$ cat config.mk
export PLATFORM = sky130hd
export DESIGN_NAME = match_sequencer_flat
export DESIGN_NICKNAME = d
export VERILOG_FILES = /design/src/rtl/match_pkg.sv /design/src/rtl/match_sequencer_if.sv /design/src/rtl/match_sequencer_frame_timer.sv /design/src/rtl/match_sequencer.sv /design/src/flat_wrapper.sv
export SDC_FILE = /design/constraint.sdc
export NUM_CORES = 1
export LEC_CHECK = 0
export BUFFER_PORTS_ARGS = -buffer_cell sky130_fd_sc_hd__buf_4
export CAP_MARGIN = 20
export CORE_MARGIN = 2
export CORE_UTILIZATION = 55
export CTS_BUF_LIST = sky130_fd_sc_hd__clkbuf_8 sky130_fd_sc_hd__clkbuf_16
export DETAILED_ROUTE_END_ITERATION = 6
export PLACE_DENSITY = 0.79
export SLEW_MARGIN = 20
export SYNTH_ARGS = -nofsm -noshare
export SYNTH_HDL_FRONTEND = slang
export SYNTH_HIERARCHICAL = 1
export SYNTH_SLANG_ARGS = --single-unit
$ cat constraint.sdc
create_clock -name clk_i -period 3.1 [get_ports clk_i]
set_clock_uncertainty 0.15 [all_clocks]
set_input_delay 0.155 -clock clk_i [delete_from_list [all_inputs] [get_ports clk_i]]
set_output_delay 0.155 -clock clk_i [all_outputs]
set_load 0.1 [all_outputs]
$ cat src/rtl/match_pkg.sv
// Shared types and default constants for the match sequencer.
package match_pkg;

  typedef enum logic [2:0] {
    IDLE  = 3'd0,
    SERVE = 3'd1,
    PLAY  = 3'd2,
    POINT = 3'd3,
    OVER  = 3'd4
  } state_e;

  localparam logic [1:0] WINNER_NONE  = 2'b00;
  localparam logic [1:0] WINNER_LEFT  = 2'b01;
  localparam logic [1:0] WINNER_RIGHT = 2'b10;

  localparam int unsigned DEF_SCORE_W      = 4;
  localparam int unsigned DEF_WIN_SCORE    = 9;
  localparam int unsigned DEF_SERVE_FRAMES = 60;
  localparam int unsigned DEF_POINT_FRAMES = 90;
  localparam int unsigned DEF_FRAME_CNT_W  = 7;

endpackage

$ cat src/rtl/match_sequencer_if.sv
// Key/event inputs and game-flow outputs exchanged with the ball datapath.
interface match_sequencer_if #(
  parameter int unsigned SCORE_W = 4
) ();

  logic               new_frame_i;
  logic               start_i;
  logic               miss_left_i;
  logic               miss_right_i;
  logic               ball_reset_o;
  logic               ball_run_o;
  logic               serve_dir_o;
  logic [SCORE_W-1:0] score_left_o;
  logic [SCORE_W-1:0] score_right_o;
  logic [1:0]         winner_o;
  logic [2:0]         state_o;

  modport slave (
    input  new_frame_i, start_i, miss_left_i, miss_right_i,
    output ball_reset_o, ball_run_o, serve_dir_o,
           score_left_o, score_right_o, winner_o, state_o
  );

  modport master (
    output new_frame_i, start_i, miss_left_i, miss_right_i,
    input  ball_reset_o, ball_run_o, serve_dir_o,
           score_left_o, score_right_o, winner_o, state_o
  );

endinterface

$ cat src/rtl/match_sequencer_frame_timer.sv
// Frame counter shared by the serve and point waits; o_done_c fires on the
// frame that brings the count up to i_target.
module frame_timer #(
  parameter int unsigned FRAME_CNT_W = 7
) (
  input  logic                   clk_i,
  input  logic                   rst_i,
  input  logic                   i_clr,
  input  logic                   i_en,
  input  logic                   i_new_frame,
  input  logic [FRAME_CNT_W-1:0] i_target,
  output logic                   o_done_c
);

  logic [FRAME_CNT_W-1:0] r_cnt;
  logic [FRAME_CNT_W-1:0] w_cnt_inc;

  assign w_cnt_inc = FRAME_CNT_W'(r_cnt + FRAME_CNT_W'(1));
  assign o_done_c  = i_en & i_new_frame & (w_cnt_inc == i_target);

  always_ff @(posedge clk_i) begin
    if (rst_i || i_clr) begin
      r_cnt <= '0;
    end else if (i_en && i_new_frame) begin
      r_cnt <= w_cnt_inc;
    end
  end

endmodule

$ cat src/rtl/match_sequencer.sv
// Game-flow controller: sequences idle/serve/play/point/over, owns the scores
// and drives ball re-centre, run enable and serve direction.
module match_sequencer
  import match_pkg::*;
#(
  parameter int unsigned SCORE_W      = DEF_SCORE_W,
  parameter int unsigned WIN_SCORE    = DEF_WIN_SCORE,
  parameter int unsigned SERVE_FRAMES = DEF_SERVE_FRAMES,
  parameter int unsigned POINT_FRAMES = DEF_POINT_FRAMES,
  parameter int unsigned FRAME_CNT_W  = DEF_FRAME_CNT_W
) (
  input  logic              clk_i,
  input  logic              rst_i,
  match_sequencer_if.slave  bus
);

  state_e               r_state, w_state;
  logic [SCORE_W-1:0]   r_score_l, w_score_l;
  logic [SCORE_W-1:0]   r_score_r, w_score_r;
  logic [1:0]           r_winner, w_winner;
  logic                 r_dir, w_dir;
  logic                 r_ball_reset, w_ball_reset;
  logic                 r_ball_run, w_ball_run;
  logic                 r_start_q;
  logic                 w_start_edge;
  logic                 w_tmr_clr, w_tmr_en, w_tmr_done;
  logic [FRAME_CNT_W-1:0] w_tmr_target;

  assign w_start_edge = bus.start_i & ~r_start_q;

  frame_timer #(.FRAME_CNT_W(FRAME_CNT_W)) u_timer (
    .clk_i       (clk_i),
    .rst_i       (rst_i),
    .i_clr       (w_tmr_clr),
    .i_en        (w_tmr_en),
    .i_new_frame (bus.new_frame_i),
    .i_target    (w_tmr_target),
    .o_done_c    (w_tmr_done)
  );

  // Start key copy resets high so a key held through reset is not an edge.
  always_ff @(posedge clk_i) begin
    if (rst_i) begin
      r_state      <= IDLE;
      r_score_l    <= '0;
      r_score_r    <= '0;
      r_winner     <= WINNER_NONE;
      r_dir        <= 1'b0;
      r_ball_reset <= 1'b0;
      r_ball_run   <= 1'b0;
      r_start_q    <= 1'b1;
    end else begin
      r_state      <= w_state;
      r_score_l    <= w_score_l;
      r_score_r    <= w_score_r;
      r_winner     <= w_winner;
      r_dir        <= w_dir;
      r_ball_reset <= w_ball_reset;
      r_ball_run   <= w_ball_run;
      r_start_q    <= bus.start_i;
    end
  end

  always_comb begin
    w_state      = r_state;
    w_score_l    = r_score_l;
    w_score_r    = r_score_r;
    w_winner     = r_winner;
    w_dir        = r_dir;
    w_ball_reset = 1'b0;
    w_tmr_clr    = 1'b0;
    w_tmr_en     = 1'b0;
    w_tmr_target = FRAME_CNT_W'(SERVE_FRAMES);

    case (r_state)
      IDLE, OVER: begin
        if (w_start_edge) begin
          w_state      = SERVE;
          w_score_l    = '0;
          w_score_r    = '0;
          w_winner     = WINNER_NONE;
          w_ball_reset = 1'b1;
          w_tmr_clr    = 1'b1;
        end
      end
      SERVE: begin
        w_tmr_en = 1'b1;
        if (w_tmr_done) w_state = PLAY;
      end
      PLAY: begin
        // A simultaneous double miss is a void rally: pause without scoring.
        if (bus.miss_left_i || bus.miss_right_i) begin
          w_state   = POINT;
          w_tmr_clr = 1'b1;
          if (bus.miss_left_i && !bus.miss_right_i) begin
            w_score_r = SCORE_W'(r_score_r + SCORE_W'(1));
            w_dir     = 1'b0;
          end else if (bus.miss_right_i && !bus.miss_left_i) begin
            w_score_l = SCORE_W'(r_score_l + SCORE_W'(1));
            w_dir     = 1'b1;
          end
        end
      end
      POINT: begin
        w_tmr_target = FRAME_CNT_W'(POINT_FRAMES);
        if (r_score_l == SCORE_W'(WIN_SCORE)) begin
          w_winner = WINNER_LEFT;
          w_state  = OVER;
        end else if (r_score_r == SCORE_W'(WIN_SCORE)) begin
          w_winner = WINNER_RIGHT;
          w_state  = OVER;
        end else begin
          w_tmr_en = 1'b1;
          if (w_tmr_done) begin
            w_state      = SERVE;
            w_ball_reset = 1'b1;
            w_tmr_clr    = 1'b1;
          end
        end
      end
      default: w_state = IDLE;
    endcase

    w_ball_run = (w_state == PLAY);
  end

  assign bus.state_o       = r_state;
  assign bus.score_left_o  = r_score_l;
  assign bus.score_right_o = r_score_r;
  assign bus.winner_o      = r_winner;
  assign bus.serve_dir_o   = r_dir;
  assign bus.ball_reset_o  = r_ball_reset;
  assign bus.ball_run_o    = r_ball_run;

endmodule

$ cat src/flat_wrapper.sv
// flat-port wrapper written by rule: the top's interface ports become plain ports
module match_sequencer_flat import match_pkg::*;
#(
  parameter int unsigned SCORE_W      = DEF_SCORE_W,
  parameter int unsigned WIN_SCORE    = DEF_WIN_SCORE,
  parameter int unsigned SERVE_FRAMES = DEF_SERVE_FRAMES,
  parameter int unsigned POINT_FRAMES = DEF_POINT_FRAMES,
  parameter int unsigned FRAME_CNT_W  = DEF_FRAME_CNT_W
)
  (clk_i, rst_i, bus_new_frame_i, bus_start_i, bus_miss_left_i, bus_miss_right_i, bus_ball_reset_o, bus_ball_run_o, bus_serve_dir_o, bus_score_left_o, bus_score_right_o, bus_winner_o, bus_state_o);
  match_sequencer_if #(.SCORE_W(SCORE_W)) bus_i ();
  input  logic clk_i;
  input  logic rst_i;
  input wire logic [$bits(bus_i.new_frame_i)-1:0] bus_new_frame_i;
  input wire logic [$bits(bus_i.start_i)-1:0] bus_start_i;
  input wire logic [$bits(bus_i.miss_left_i)-1:0] bus_miss_left_i;
  input wire logic [$bits(bus_i.miss_right_i)-1:0] bus_miss_right_i;
  output wire logic [$bits(bus_i.ball_reset_o)-1:0] bus_ball_reset_o;
  output wire logic [$bits(bus_i.ball_run_o)-1:0] bus_ball_run_o;
  output wire logic [$bits(bus_i.serve_dir_o)-1:0] bus_serve_dir_o;
  output wire logic [$bits(bus_i.score_left_o)-1:0] bus_score_left_o;
  output wire logic [$bits(bus_i.score_right_o)-1:0] bus_score_right_o;
  output wire logic [$bits(bus_i.winner_o)-1:0] bus_winner_o;
  output wire logic [$bits(bus_i.state_o)-1:0] bus_state_o;
  assign bus_i.new_frame_i = bus_new_frame_i;
  assign bus_i.start_i = bus_start_i;
  assign bus_i.miss_left_i = bus_miss_left_i;
  assign bus_i.miss_right_i = bus_miss_right_i;
  assign bus_ball_reset_o = bus_i.ball_reset_o;
  assign bus_ball_run_o = bus_i.ball_run_o;
  assign bus_serve_dir_o = bus_i.serve_dir_o;
  assign bus_score_left_o = bus_i.score_left_o;
  assign bus_score_right_o = bus_i.score_right_o;
  assign bus_winner_o = bus_i.winner_o;
  assign bus_state_o = bus_i.state_o;
  match_sequencer #(.SCORE_W(SCORE_W), .WIN_SCORE(WIN_SCORE), .SERVE_FRAMES(SERVE_FRAMES), .POINT_FRAMES(POINT_FRAMES), .FRAME_CNT_W(FRAME_CNT_W)) u_core (.clk_i(clk_i), .rst_i(rst_i), .bus(bus_i));
endmodule
# Yosys cells after proc, flatten, opt, wreduce, memory -nomap -nowiden
# Index checks and enable logic that the tools add are counted.
[totals]
register_bits = 24
output_inout_bits = 16
[classes]
muxes = 32
eq_ne = 14
bitwise = 4
addsub = 3
n_reduce_logical = 16
[op_table]
columns = ["op", "n"]
rows = [
  ["4-bit two-way mux", 6],
  ["3-bit two-way mux", 6],
  ["4-bit case mux with 2 select lines", 2],
  ["3-bit case mux with 4 select lines", 1],
  ["3-bit by 2-bit equality test with 1-bit output, second input constant", 3],
  ["1-bit two-way mux", 9],
  ["4-bit by 1-bit adder with 4-bit output, second input constant", 2],
  ["4-bit equality test, second input constant", 2],
  ["2-bit by 1-bit inequality test with 1-bit output, second input constant", 4],
  ["7-bit by 1-bit adder with 7-bit output, second input constant", 1],
  ["7-bit equality test", 1],
  ["7-bit two-way mux", 1],
  ["2-bit two-way mux", 3],
  ["3-bit AND reduction", 2],
  ["2-bit nonzero test", 3],
  ["5-bit AND reduction", 1],
  ["1-bit case mux with 2 select lines", 2],
  ["2-bit case mux with 2 select lines", 1],
  ["4-bit AND reduction", 1],
  ["1-bit bitwise AND", 3],
  ["3-bit by 1-bit equality test with 1-bit output, second input constant", 1],
  ["3-bit equality test, second input constant", 1],
  ["1-bit logical AND", 3],
  ["3-bit logical NOT", 1],
  ["7 further kinds", 9],
]

# Depth between registers and ports, before layout
# Gate-level depths: netlist of the first run.
[depth]
ltp_word = 11
depth_mapped = 13
depth_no_buf = 12

# By module
# Netlist of the first run, hierarchy kept.
[modules_own_cells]
columns = ["module", "area_per_inst_um2", "cells_each", "n_inst"]
rows = [
  ["match_sequencer", 925.9, 106, 1],
  ["frame_timer", 475.5, 58, 1],
]

# Least setup slack after synthesis of the first run
# No wires, ideal clock.
[synth_timing]
path_type = "register to register"
startpoint = "register u_core.r_score_r[1] (netlist: u_core/bus.score_right_o[1])"
endpoint = "register u_core.u_timer.r_cnt[0]"
stages_incl_launch_ff = 14
synth_period_minus_slack_ps = 3536
t_arrival_ps = 3264
path_buffers = 1
slack_ps = -436
required_ps = 2828
cell_sequence = "dfxtp_1 > inv_1 > ha_1 > nand3b_1 > nand2_1 > a21oi_1 > nand2_1 > or3_1 > a2111oi_2 > nand4_1 > nand3_1 > or2_2 > clkbuf_1 > nor2_1"
[synth_via]
elab_chain_cells = 11
elab_cells_between_ends = 12
[synth_rtl]
columns = ["item", "line_no", "text"]
rows = [
  ["start: declaration", "match_sequencer.sv:19", "logic [SCORE_W-1:0] r_score_r, w_score_r;"],
  ["start signal: assignment", "match_sequencer.sv:55", "r_score_r <= w_score_r;"],
  ["4-bit equality test", "match_sequencer.sv:109", "end else if (r_score_r == SCORE_W'(WIN_SCORE)) begin"],
  ["1-bit two-way mux", "match_sequencer.sv:109", ""],
  ["1-bit two-way mux", "match_sequencer.sv:106", "if (r_score_l == SCORE_W'(WIN_SCORE)) begin"],
  ["1-bit case mux with 2 select lines", "match_sequencer.sv:75", "case (r_state)"],
  ["net u_core.w_tmr_en", "match_sequencer.sv:26", "logic w_tmr_clr, w_tmr_en, w_tmr_done;"],
  ["1-bit bitwise AND (2 in a row)", "match_sequencer_frame_timer.sv:19", "assign o_done_c = i_en & i_new_frame & (w_cnt_inc == i_target);"],
  ["net u_core.w_tmr_done", "match_sequencer.sv:26", ""],
  ["1-bit two-way mux", "match_sequencer.sv:114", "if (w_tmr_done) begin"],
  ["1-bit two-way mux", "match_sequencer.sv:109", ""],
  ["1-bit two-way mux", "match_sequencer.sv:106", ""],
  ["1-bit case mux with 3 select lines", "match_sequencer.sv:75", ""],
  ["net u_core.w_tmr_clr", "match_sequencer.sv:26", ""],
  ["1-bit logical OR", "match_sequencer_frame_timer.sv:22", "if (rst_i || i_clr) begin"],
  ["end signal: assignment", "match_sequencer_frame_timer.sv:25", "r_cnt <= w_cnt_inc;"],
  ["end: declaration", "match_sequencer_frame_timer.sv:15", "logic [FRAME_CNT_W-1:0] r_cnt;"],
]
# The timed path passes the listed nets, and every way through them passes these cells.
# A chain may end at the register's enable or synchronous reset.

# Final worst setup path of the first run
[layout_timing]
startpoint = "register u_core.r_score_l[1] (netlist: u_core/bus.score_left_o[1])"
endpoint = "register u_core.r_ball_run (netlist: u_core/bus.ball_run_o)"
[layout_via]
elab_chain_cells = 10
elab_cells_between_ends = 11
[layout_rtl]
columns = ["item", "line_no", "text"]
rows = [
  ["start: declaration", "match_sequencer.sv:18", "logic [SCORE_W-1:0] r_score_l, w_score_l;"],
  ["start signal: assignment", "match_sequencer.sv:54", "r_score_l <= w_score_l;"],
  ["4-bit equality test *", "match_sequencer.sv:106", ""],
  ["1-bit two-way mux *", "match_sequencer.sv:106", ""],
  ["1-bit case mux with 2 select lines *", "match_sequencer.sv:75", ""],
  ["net u_core.w_tmr_en", "match_sequencer.sv:26", ""],
  ["1-bit bitwise AND * (2 in a row)", "match_sequencer_frame_timer.sv:19", ""],
  ["net u_core.w_tmr_done", "match_sequencer.sv:26", ""],
  ["3-bit two-way mux", "match_sequencer.sv:114", ""],
  ["3-bit two-way mux", "match_sequencer.sv:109", ""],
  ["3-bit two-way mux", "match_sequencer.sv:106", ""],
  ["3-bit case mux with 4 select lines *", "match_sequencer.sv:75", ""],
  ["3-bit by 2-bit equality test with 1-bit output *", "match_sequencer.sv:124", "w_ball_run = (w_state == PLAY);"],
  ["end signal: assignment", "match_sequencer.sv:59", "r_ball_run <= w_ball_run;"],
  ["end: declaration", "match_sequencer.sv:23", "logic r_ball_run, w_ball_run;"],
]
# The timed path passes the listed nets; every way through them passes the cells marked *.

==> results.json, run 1 <==
{
  "portBuffers": 21,
  "async_flop_share_pct": 0,
  "vdd_drop_max_mv": 0.2665,
  "netlist_instances": 164,
  "first_global_vias": 1194,
  "synth-edff-count": 0,
  "p_sw_mw": 0.2192,
  "fin_crit_ns": 2.887,
  "drtPass1Iterations": 4,
  "synth_most_common_cell": "dfxtp_1",
  "clk_pin_slew_ns": 0.08,
  "die_area_um2": 2968,
  "finalCritPeriodShare_pct": 93.13,
  "p_clk_share_pct": 30.9,
  "detail_route.wl_per_cell_um": 14.60,
  "top_layer_used": "met4",
  "vias": 1310,
  "gp_congestion": 0.7908,
  "antenna_found_initial": 0,
  "wirelength_mm": 3.241,
  "postSynthAreaPerCell_um2": 8.545,
  "tns_ns": 0,
  "synth_cell_types": 43,
  "critPathMaxFanout": 5,
  "drt_iter0_markers": 37,
  "yosysSeqAreaShare_pct": 34.29,
  "post_cts_buffers": 0,
  "htreeDepth": 1,
  "drv_slew": 0,
  "cp.required_ns": 3.14,
  "worst_pin_slew_ns": 0.5130,
  "pin_count": 22,
  "seqPwrFrac_pct": 47.8,
  "setup_viol": 0,
  "core.rowCount": 18,
  "swShare_pct": 31.69,
  "synth_top_area_share_pct": 34.29,
  "grt_pass1_wl_mm": 5.223,
  "fp.dieH_um": 54.48,
  "grt_overflow_total": 0,
  "end_kind": "flip-flop",
  "synth_largest_area_cell": "dfxtp_1",
  "dp_hpwl_mm": 2.306,
  "drc_errors": 0,
  "num_antenna_cells": 0,
  "synth_common_cells": "24 x dfxtp_1, 14 x a21oi_1, 10 x inv_1, 9 x nand3_1",
  "timing.max_cap.violations": 0,
  "start_util_pct": 57.08,
  "areaGrowthSynthToFinish_pct": 21.70,
  "power_frac_comb_pct": 21.3,
  "via_per_inst": 5.901,
  "min_path_type": "in -> reg",
  "cts-root-buf": "clkbuf_8",
  "rsz0062_at_grt": "no",
  "die_w_um": 54.48,
  "finalHoldViolCount": 0,
  "wl_met1_mm": 1.426,
  "coreArea_um2": 2455,
  "ctsLongestPathBuffers": 2,
  "p_leak_nw": 0.6773,
  "netlist_top_cells_area": "dfxtp_1 34%, ha_1 7.1%, a21oi_1 5.0%",
  "cts_buffers": 3,
  "critPathLaunchType": "flip-flop",
  "fin_hold_ws_ns": 0.03688,
  "track_usage_pct": 24.01,
  "p_per_area_nw_per_um2": 405.7,
  "synth_area_um2": 1401,
  "intPower_mw": 0.4727,
  "ant_nets": 0,
  "grt_max_degree": 18,
  "clk_latency_ns": 0.26,
  "cts_tree": "done",
  "wl_met2_mm": 1.652,
  "critPathKind": "reg -> reg",
  "fmax_ghz": 0.3464,
  "fin_nets": 207,
  "ys.flop_type": "dfxtp_1",
  "ys_warn_count": 6,
  "maxSlewHeadroom_pct": 65.80,
  "synth-seq-cells": 24,
  "final_layout_size_suffix_gt1_share_pct": 21.88,
  "arrival_ns": 2.92,
  "cts.sinks": 24,
  "outcome": "finished clean",
  "met3_length_um": 152
}
==> cell families after synthesis <==
| family | after synthesis | share of synthesized area (%) |
|---|---|---|
| compound gates | 38 | 17.95 |
| xor+xnor | 11 | 6.875 |
| fa+ha+maj | 8 | 7.143 |
| buf+inv | 16 | 4.910 |
| flops | 24 | 34.29 |
| mux | 1 | 0.7143 |
| other cells | 2 | 0.5359 |
| simple gates | 64 | 27.59 |
==> cell usage in the layout, fill, tap and decap left out, types with 6 or more instances in the layout <==
cell type  synthesis  final
buf_4              0     23
dfxtp_1           24     15
a21oi_1           14     14
inv_1             10     10
nand3_1            9      9
nand2_1            8      8
o21ai_0            8      8
nor2_1             8      8
ha_1               8      8
conb_1             2      7
dfxtp_2            0      6
xnor2_1            6      6
==> power by group through the flow <==
stage,Combinational (mW),Sequential [mW],Clock (mW)
global route,0.157,0.333,0.233
detailed placement,0.142,0.338,0
finish,0.148,0.331,0.214
CTS,0.145,0.331,0.219
floorplan,0.0651,0.385,0
global placement,0.138,0.337,0
==> metrics by stage <==
stage	util, %	power [mW]	area [um^2]	cells	worst slack, ns
floorplan	-	0.4502	1439	169	0.009112
global placement	65.90	0.4752	1618	216	0.3487
detailed placement	65.90	0.4802	1618	216	0.2580
CTS	68.96	0.6950	1693	222	0.1838
global route	69.47	0.7230	1705	222	0.03275
finish	69.47	0.6919	1705	222	0.2129
==> layout make-up <==
cell class / count / area (um^2)
clock buffers: 4 / 55.05
repair buffers: 25 / 192.7
multi-input cells: 129 / 883.3
inverters: 10 / 37.54
well taps: 30 / 37.54
flip-flops and latches: 24 / 499.2
fillers: 197 / 749.5
==> path summary, 6_finish.rpt <==
check             cells past startpoint                                    to  slack [ns]                               startpoint
setup reg to reg                     11      u_core/bus.ball_run_o$_SDFF_PP0_        0.21  u_core/bus.score_left_o[1]$_SDFFE_PP0P_
setup / recovery                     11      u_core/bus.ball_run_o$_SDFF_PP0_        0.21  u_core/bus.score_left_o[1]$_SDFFE_PP0P_
hold / removal                        3  u_core/u_timer/r_cnt[1]$_SDFFE_PP0P_        0.04                          bus_new_frame_i
hold reg to reg                       2  u_core/u_timer/r_cnt[1]$_SDFFE_PP0P_        0.36     u_core/u_timer/r_cnt[1]$_SDFFE_PP0P_
==> worst max-delay path, cell delays in order, from the launching register on <==
cell and delay (ns):
dfxtp_4 0.37, inv_1 0.04, ha_1 0.19, nand3b_1 0.18, nand2_1 0.08, a21oi_1 0.25, nand2_1 0.12, or3_1 0.40
a2111oi_4 0.38, nand3b_1 0.12, a211o_1 0.32, a211oi_1 0.21
==> metal layers <==
layer,vias to the layer above,GRT usage (%)
li1,642,-
met1,623,29.68
met2,43,42.57
met3,2,4.372
met4,0,6.250
met5,-,0
==> sequential cells by signal, indices dropped and copies added, names as in the netlist <==
register                  flops
u_core/u_timer/r_cnt          7
u_core/r_start_q              1
u_core/bus.state_o            3
u_core/bus.score_left_o       4
u_core/bus.winner_o           2
u_core/bus.ball_run_o         1
u_core/bus.ball_reset_o       1
u_core/bus.serve_dir_o        1
u_core/bus.score_right_o      4
==> repair_timing <==
item                                    4_1_cts  5_1_grt
endpoints found under the setup margin        0        8
resized for setup                             0        1
hold endpoints to repair                      5        0
hold buffers                                  2        0
Power figures use the tool's default switching activity.
==> run 2, diff against run 1 <==
- CORE_UTILIZATION: 55 -> 50
- PLACE_DENSITY: 0.79 -> 0.76
- clock period: 3.1 -> 2.6 ns (I/O delays scaled with it)
==> run 2 against run 1 <==
Clock power is 5% higher. Global-route usage is 1.6 points lower. Fmax is 12% higher. Routed wire length is 4.5% higher. Non-clock buffer count is 12 higher. Power is 18% higher. Register-to-register slack worse by 0.19 ns. Setup slack worse by 0.19 ns.
==> results.json, run 2 (synthesized netlist as in run 1, its figures left out) <==
{
  "outcome": "finished clean",
  "portBuffers": 21,
  "p_sw_mw": 0.2688,
  "ctsLongestPathBuffers": 2,
  "pin_count": 22,
  "final_cell_mix": "34 x buf_4, 13 x a21oi_1, 13 x dfxtp_1",
  "min_path_type": "in -> reg",
  "num_antenna_cells": 0,
  "coreArea_um2": 2710,
  "place_area_um2": 1718,
  "gp_congestion": 0.8895,
  "drc_errors": 0,
  "track_usage_pct": 22.45,
  "seqPwrFrac_pct": 46.9,
  "p_clk_share_pct": 27.5,
  "rr_endpoint": "u_core/bus.state_o[0]$_SDFF_PP0_",
  "ff2ff_path_depth": 8,
  "wirelength_mm": 3.386,
  "cts.sinks": 24,
  "r2r_start": "u_core/bus.state_o[2]$_SDFF_PP0_",
  "setup_viol": 0,
  "crit_path_max_incr_delay_ns": 0.54,
  "first_global_vias": 1257,
  "p_leak_nw": 0.7377,
  "final_area_um2": 1821,
  "final_core_util_pct": 67.17,
  "worst_pin_slew_ns": 0.5658,
  "cp.required_ns": 2.61,
  "hold_path_depth": 3,
  "power_frac_comb_pct": 25.6,
  "crit_slowest_cell": "or4bb_1",
  "final_layout_size_suffix_gt1_share_pct": 29.41,
  "clk_latency_ns": 0.27,
  "cts-root-buf": "clkbuf_8",
  "arrival_ns": 2.59,
  "cts_tree": "done",
  "core.rowCount": 19,
  "antenna_found_initial": 0,
  "detail_route.wl_per_cell_um": 14.41,
  "drt_iter0_markers": 78,
  "grt_max_degree": 18,
  "finalCritPeriodShare_pct": 99.22,
  "intPower_mw": 0.5473,
  "fin_nets": 219,
  "p_per_area_nw_per_um2": 448.3,
  "drv_slew": 0,
  "swShare_pct": 32.94,
  "grt_overflow_total": 0,
  "hp-start": "bus_new_frame_i",
  "regMostFlops": "u_core/u_timer/r_cnt",
  "hold-path-endpoint": "u_core/u_timer/r_cnt[1]$_SDFFE_PP0P_",
  "largest_reg_flops": 7,
  "crit_buf_inv": 1,
  "finalHoldViolCount": 0,
  "crit_family": "compound AO/OA/AOI/OAI gates",
  "end_kind": "flip-flop",
  "grt_pass1_wl_mm": 5.733,
  "critical_path.cell_chain": "nand3b_1 -> or4bb_1 -> o2111ai_2 -> o21ai_2 -> a2111oi_4 -> buf_4 -> o311ai_0 -> o211a_1",
  "timing.max_cap.violations": 0,
  "ant_nets": 0,
  "crit_start": "u_core/bus.state_o[2]$_SDFF_PP0_",
  "start_util_pct": 51.71,
  "dp_hpwl_mm": 2.394,
  "htreeDepth": 1,
  "critPathMaxFanout": 4,
  "cts_buffers": 3,
  "drtPass1Iterations": 4,
  "maxSlewHeadroom_pct": 61.80,
  "critPathLaunchType": "flip-flop",
  "die_area_um2": 3242,
  "fin_ws_ns": 0.02037,
  "vias": 1347,
  "vdd_drop_max_mv": 0.3902,
  "dp_slack_ns": -0.01744,
  "clk_pin_slew_ns": 0.08,
  "r2r_slack_ns": 0.02,
  "critPathKind": "reg -> reg",
  "fmax_ghz": 0.3877,
  "areaGrowthSynthToFinish_pct": 29.91,
  "via_per_inst": 5.732,
  "die_w_um": 56.94,
  "fp.dieH_um": 56.94,
  "fin_crit_ns": 2.580,
  "layout_commonest_cell": "buf_4"
}
[run 2: cell count changes in the layout (fill, tap and decap cells not counted), sizes merged]
cell         change
buf             +11
clkbuf           -1
clkinv           +1
dlygate4sd3      +1
[run 2: worst register-to-register path: cells and delay by family, from the launching register on]
| family | cells | cell delay, ns |
|---|---|---|
| flops | 1 | 0.34 |
| compound gates | 5 | 0.99 |
| buf+inv | 1 | 0.18 |
| simple gates | 2 | 0.82 |
[run 2: repair_timing]
item | in CTS | in global routing
pin swaps | 1 | 4
gates resized for setup | 0 | 3
cloned | 0 | 0
endpoints found under the setup margin | 1 | 9
endpoints found under the hold margin | 5 | 0
setup buffers | 1 | 1
hold buffers | 3 | 0
[run 2: through the flow]
stage	instances	setup TNS [ns]	power (mW)	hold WS, ns
6_report	235	0	0.8161	0.01351
3_3_place_gp	226	0	0.5825	0.1836
4_1_cts	234	0	0.8182	0.008722
5_1_grt	235	-0.001544	0.8521	0.02045
3_5_place_dp	226	-0.01744	0.5890	0.1918
2_1_floorplan	169	-1.757	0.5469	0.08658
[run 2: per-layer routing]
metal	track usage [%]	up-vias	wire length [um]
li1	-	670	-
met1	29.99	639	1472
met2	36.95	31	1709
met3	3.175	7	147
met4	8.638	0	56
met5	0	-	0
[run 2: how the worst max path moves through the flow]
| stage | to | slack [ns] | cells past startpoint |
|---|---|---|---|
| 2_1_floorplan | u_core/bus.ball_run_o$_SDFF_PP0_ | -0.22 | 9 |
| 3_3_place_gp | u_core/bus.ball_run_o$_SDFF_PP0_ | 0.1 | 8 |
| 3_5_place_dp | u_core/bus.ball_run_o$_SDFF_PP0_ | -0.02 | 11 |
| 4_1_cts | u_core/bus.ball_run_o$_SDFF_PP0_ | 0.04 | 8 |
| 5_1_grt | u_core/u_timer/r_cnt[4]$_SDFFE_PP0P_ | -0.002 | 10 |
| 6_report | u_core/bus.state_o[0]$_SDFF_PP0_ | 0.02 | 8 |
[run 2: final cells by class]
class,count,area (um^2)
fill,233,889.6
multi-input combinational,129,907.1
timing repair buffer,37,285.3
inverter,10,37.54
tap,31,38.79
clock buffer,3,41.29
clock inverter,1,3.754
sequential,24,506.7
[run 2: power by group through the flow]
stage          registers, mW  clock network (mW)  logic (mW)
5_1_grt                0.385               0.247       0.221
4_1_cts                0.383               0.232       0.203
2_1_floorplan          0.459                   0      0.0881
3_5_place_dp           0.392                   0       0.197
6_report               0.383               0.224       0.209
3_3_place_gp           0.391                   0       0.191
==> run 3, diff against run 2 <==
- CELL_PAD_IN_SITES_DETAIL_PLACEMENT: default -> 2
- CELL_PAD_IN_SITES_GLOBAL_PLACEMENT: default -> 2
- CORE_UTILIZATION: 50 -> 30
- PLACE_DENSITY: 0.76 -> 0.75
- TNS_END_PERCENT: default -> 1
==> run 3 against run 2 <==
Global-route usage is 3.5 points lower. Hold slack improved by 0.021 ns. Combinational power up 3%. Flip-flop and latch count unchanged. Register-to-register slack improved by 0.04 ns. Non-clock buffer count is 2 higher. Routed wire length grew 38%. Utilization down 24 points. Setup slack better by 0.043 ns. Cell count increased by 9.8%. Clock power up 6%. Die area is 61% higher. Critical path type unchanged. Critical endpoint is now u_core/bus.ball_run_o$_SDFF_PP0_. Highest routed layer unchanged.
==> results.json, run 3 (synthesized netlist as in run 1, its figures left out) <==
{
  "outcome": "finished clean",
  "seqCellArea_um2": 506.7,
  "ctsLongestPathBuffers": 2,
  "grt_max_degree": 16,
  "drv_slew": 0,
  "cts_tree": "done",
  "p_per_area_nw_per_um2": 438.5,
  "power_mw": 0.8362,
  "first_global_vias": 1550,
  "critPathLaunchType": "flip-flop",
  "timing.max_cap.violations": 0,
  "p_leak_nw": 0.7630,
  "dp_hpwl_mm": 3.550,
  "detail_route.wl_per_cell_um": 18.07,
  "drt_iter0_markers": 66,
  "antenna_found_initial": 0,
  "regMostFlops": "u_core/u_timer/r_cnt",
  "crit_family": "compound AO/OA/AOI/OAI gates",
  "crit_buf_inv": 0,
  "cp.required_ns": 2.65,
  "finalCritPeriodShare_pct": 97.56,
  "core.rowCount": 24,
  "maxSlewHeadroom_pct": 59.01,
  "ant_nets": 0,
  "coreArea_um2": 4414,
  "crit_top_cell": "nand3b_1",
  "grt_overflow_total": 0,
  "track_usage_pct": 19.00,
  "fp.dieH_um": 72.35,
  "largest_reg_flops": 7,
  "fin_hold_ws_ns": 0.03412,
  "tns_ns": 0,
  "setup_viol": 0,
  "min_path_type": "in -> reg",
  "met3_length_um": 84,
  "fin_crit_ns": 2.536,
  "arrival_ns": 2.59,
  "final_layout_size_suffix_gt1_share_pct": 33.98,
  "multiInputGateArea_um2": 954.7,
  "pin_count": 22,
  "htreeDepth": 1,
  "die_w_um": 72.35,
  "drc_errors": 0,
  "final_core_util_pct": 43.20,
  "fmax_ghz": 0.3942,
  "via_per_inst": 5.333,
  "gp_congestion": 0.7626,
  "crit_slowest_cell": "or4bb_1",
  "fillers": 488,
  "vdd_drop_max_mv": 0.2093,
  "cts_buffers": 3,
  "finalHoldViolCount": 0,
  "cts.sinks": 24,
  "start_util_pct": 31.75,
  "clk_pin_slew_ns": 0.09,
  "critical_path.cell_chain": "nand3b_1 -> or4bb_1 -> o2111ai_2 -> o21ai_2 -> a2111oi_4 -> nand3b_1 -> a211o_1 -> a211oi_2",
  "clk_latency_ns": 0.28,
  "rsz0062_at_grt": "yes",
  "worst_pin_slew_ns": 0.6072,
  "top_layer_used": "met4",
  "end_kind": "flip-flop",
  "cts-root-buf": "clkbuf_8",
  "wirelength_mm": 4.663,
  "wl_met2_mm": 2.464,
  "critPathMaxFanout": 4,
  "vias": 1376,
  "critPathKind": "reg -> reg",
  "layoutNonFillerInstCount": 258,
  "drtPass1Iterations": 4,
  "fin_nets": 221,
  "die_area_um2": 5234,
  "grt_pass1_wl_mm": 7.707,
  "layout_commonest_cell": "buf_4",
  "placed_cells": 251,
  "crit_path_max_incr_delay_ns": 0.54,
  "final_cell_mix": "37 x buf_4, 13 x a21oi_1, 13 x dfxtp_1",
  "wl_met1_mm": 2.062,
  "portBuffers": 21,
  "num_antenna_cells": 0,
  "areaGrowthSynthToFinish_pct": 36.07
}
run 3: cell types whose count changed in the layout (fill, tap and decap cells not counted), sizes merged:
cell	change
buf	+3
dlygate4sd3	-1
run 3: report_power, final:
group	leakage, nW	switching, mW	internal (mW)	total [mW]
combinational	0.539	0.150	0.0665	0.216
clock	0.0231	0.130	0.106	0.237
sequential	0.201	0.00649	0.377	0.383
total	0.763	0.287	0.550	0.836
run 3: metrics by stage:
stage,setup slack (ns),instance area (um^2)
floorplan,-0.2166,1481
global placement,0.08275,1774
detailed placement,-0.02656,1774
CTS,0.06276,1847
global route,-0.07740,1907
finish,0.06352,1907
run 3: repair_timing:
item / CTS / global route
pin swaps: 1 / 5
buffers inserted: 1 / 0
hold buffers: 2 / 0
hold endpoints to repair: 5 / 0
resized for setup: 0 / 12
endpoints found under the setup margin: 8 / 9
run 3: final timing paths:
path | depth (start not counted) | slack, ns | to | from
max reg2reg | 8 | 0.06 | u_core/bus.ball_run_o$_SDFF_PP0_ | u_core/bus.state_o[2]$_SDFF_PP0_
min reg2reg | 2 | 0.36 | u_core/bus.score_left_o[3]$_SDFFE_PP0P_ | u_core/bus.score_left_o[3]$_SDFFE_PP0P_
min | 3 | 0.03 | u_core/u_timer/r_cnt[1]$_SDFFE_PP0P_ | bus_new_frame_i
max | 8 | 0.06 | u_core/bus.ball_run_o$_SDFF_PP0_ | u_core/bus.state_o[2]$_SDFF_PP0_
run 3: final cells by class:
class / instances / share of cell area (%)
Tap cell: 52 / 3.412
Clock buffer: 3 / 2.165
Sequential cell: 24 / 26.57
Timing Repair Buffer: 39 / 15.62
Multi-Input combinational cell: 129 / 50.07
Inverter: 10 / 1.969
Clock inverter: 1 / 0.1969
run 3: metal layers:
metal | vias to the layer above | track usage, %
met4 | 0 | 5.031
met5 | - | 0
met1 | 685 | 22.98
li1 | 672 | -
met3 | 5 | 2.500
met2 | 14 | 35.07
run 3: worst reg2reg max path, stage by stage, from the launching register on:
cell and delay [ns]:
dfxtp_4 0.35, nand3b_1 0.21, or4bb_1 0.54, o2111ai_2 0.10, o21ai_2 0.10, a2111oi_4 0.39, nand3b_1 0.13, a211o_1 0.30
a211oi_2 0.19
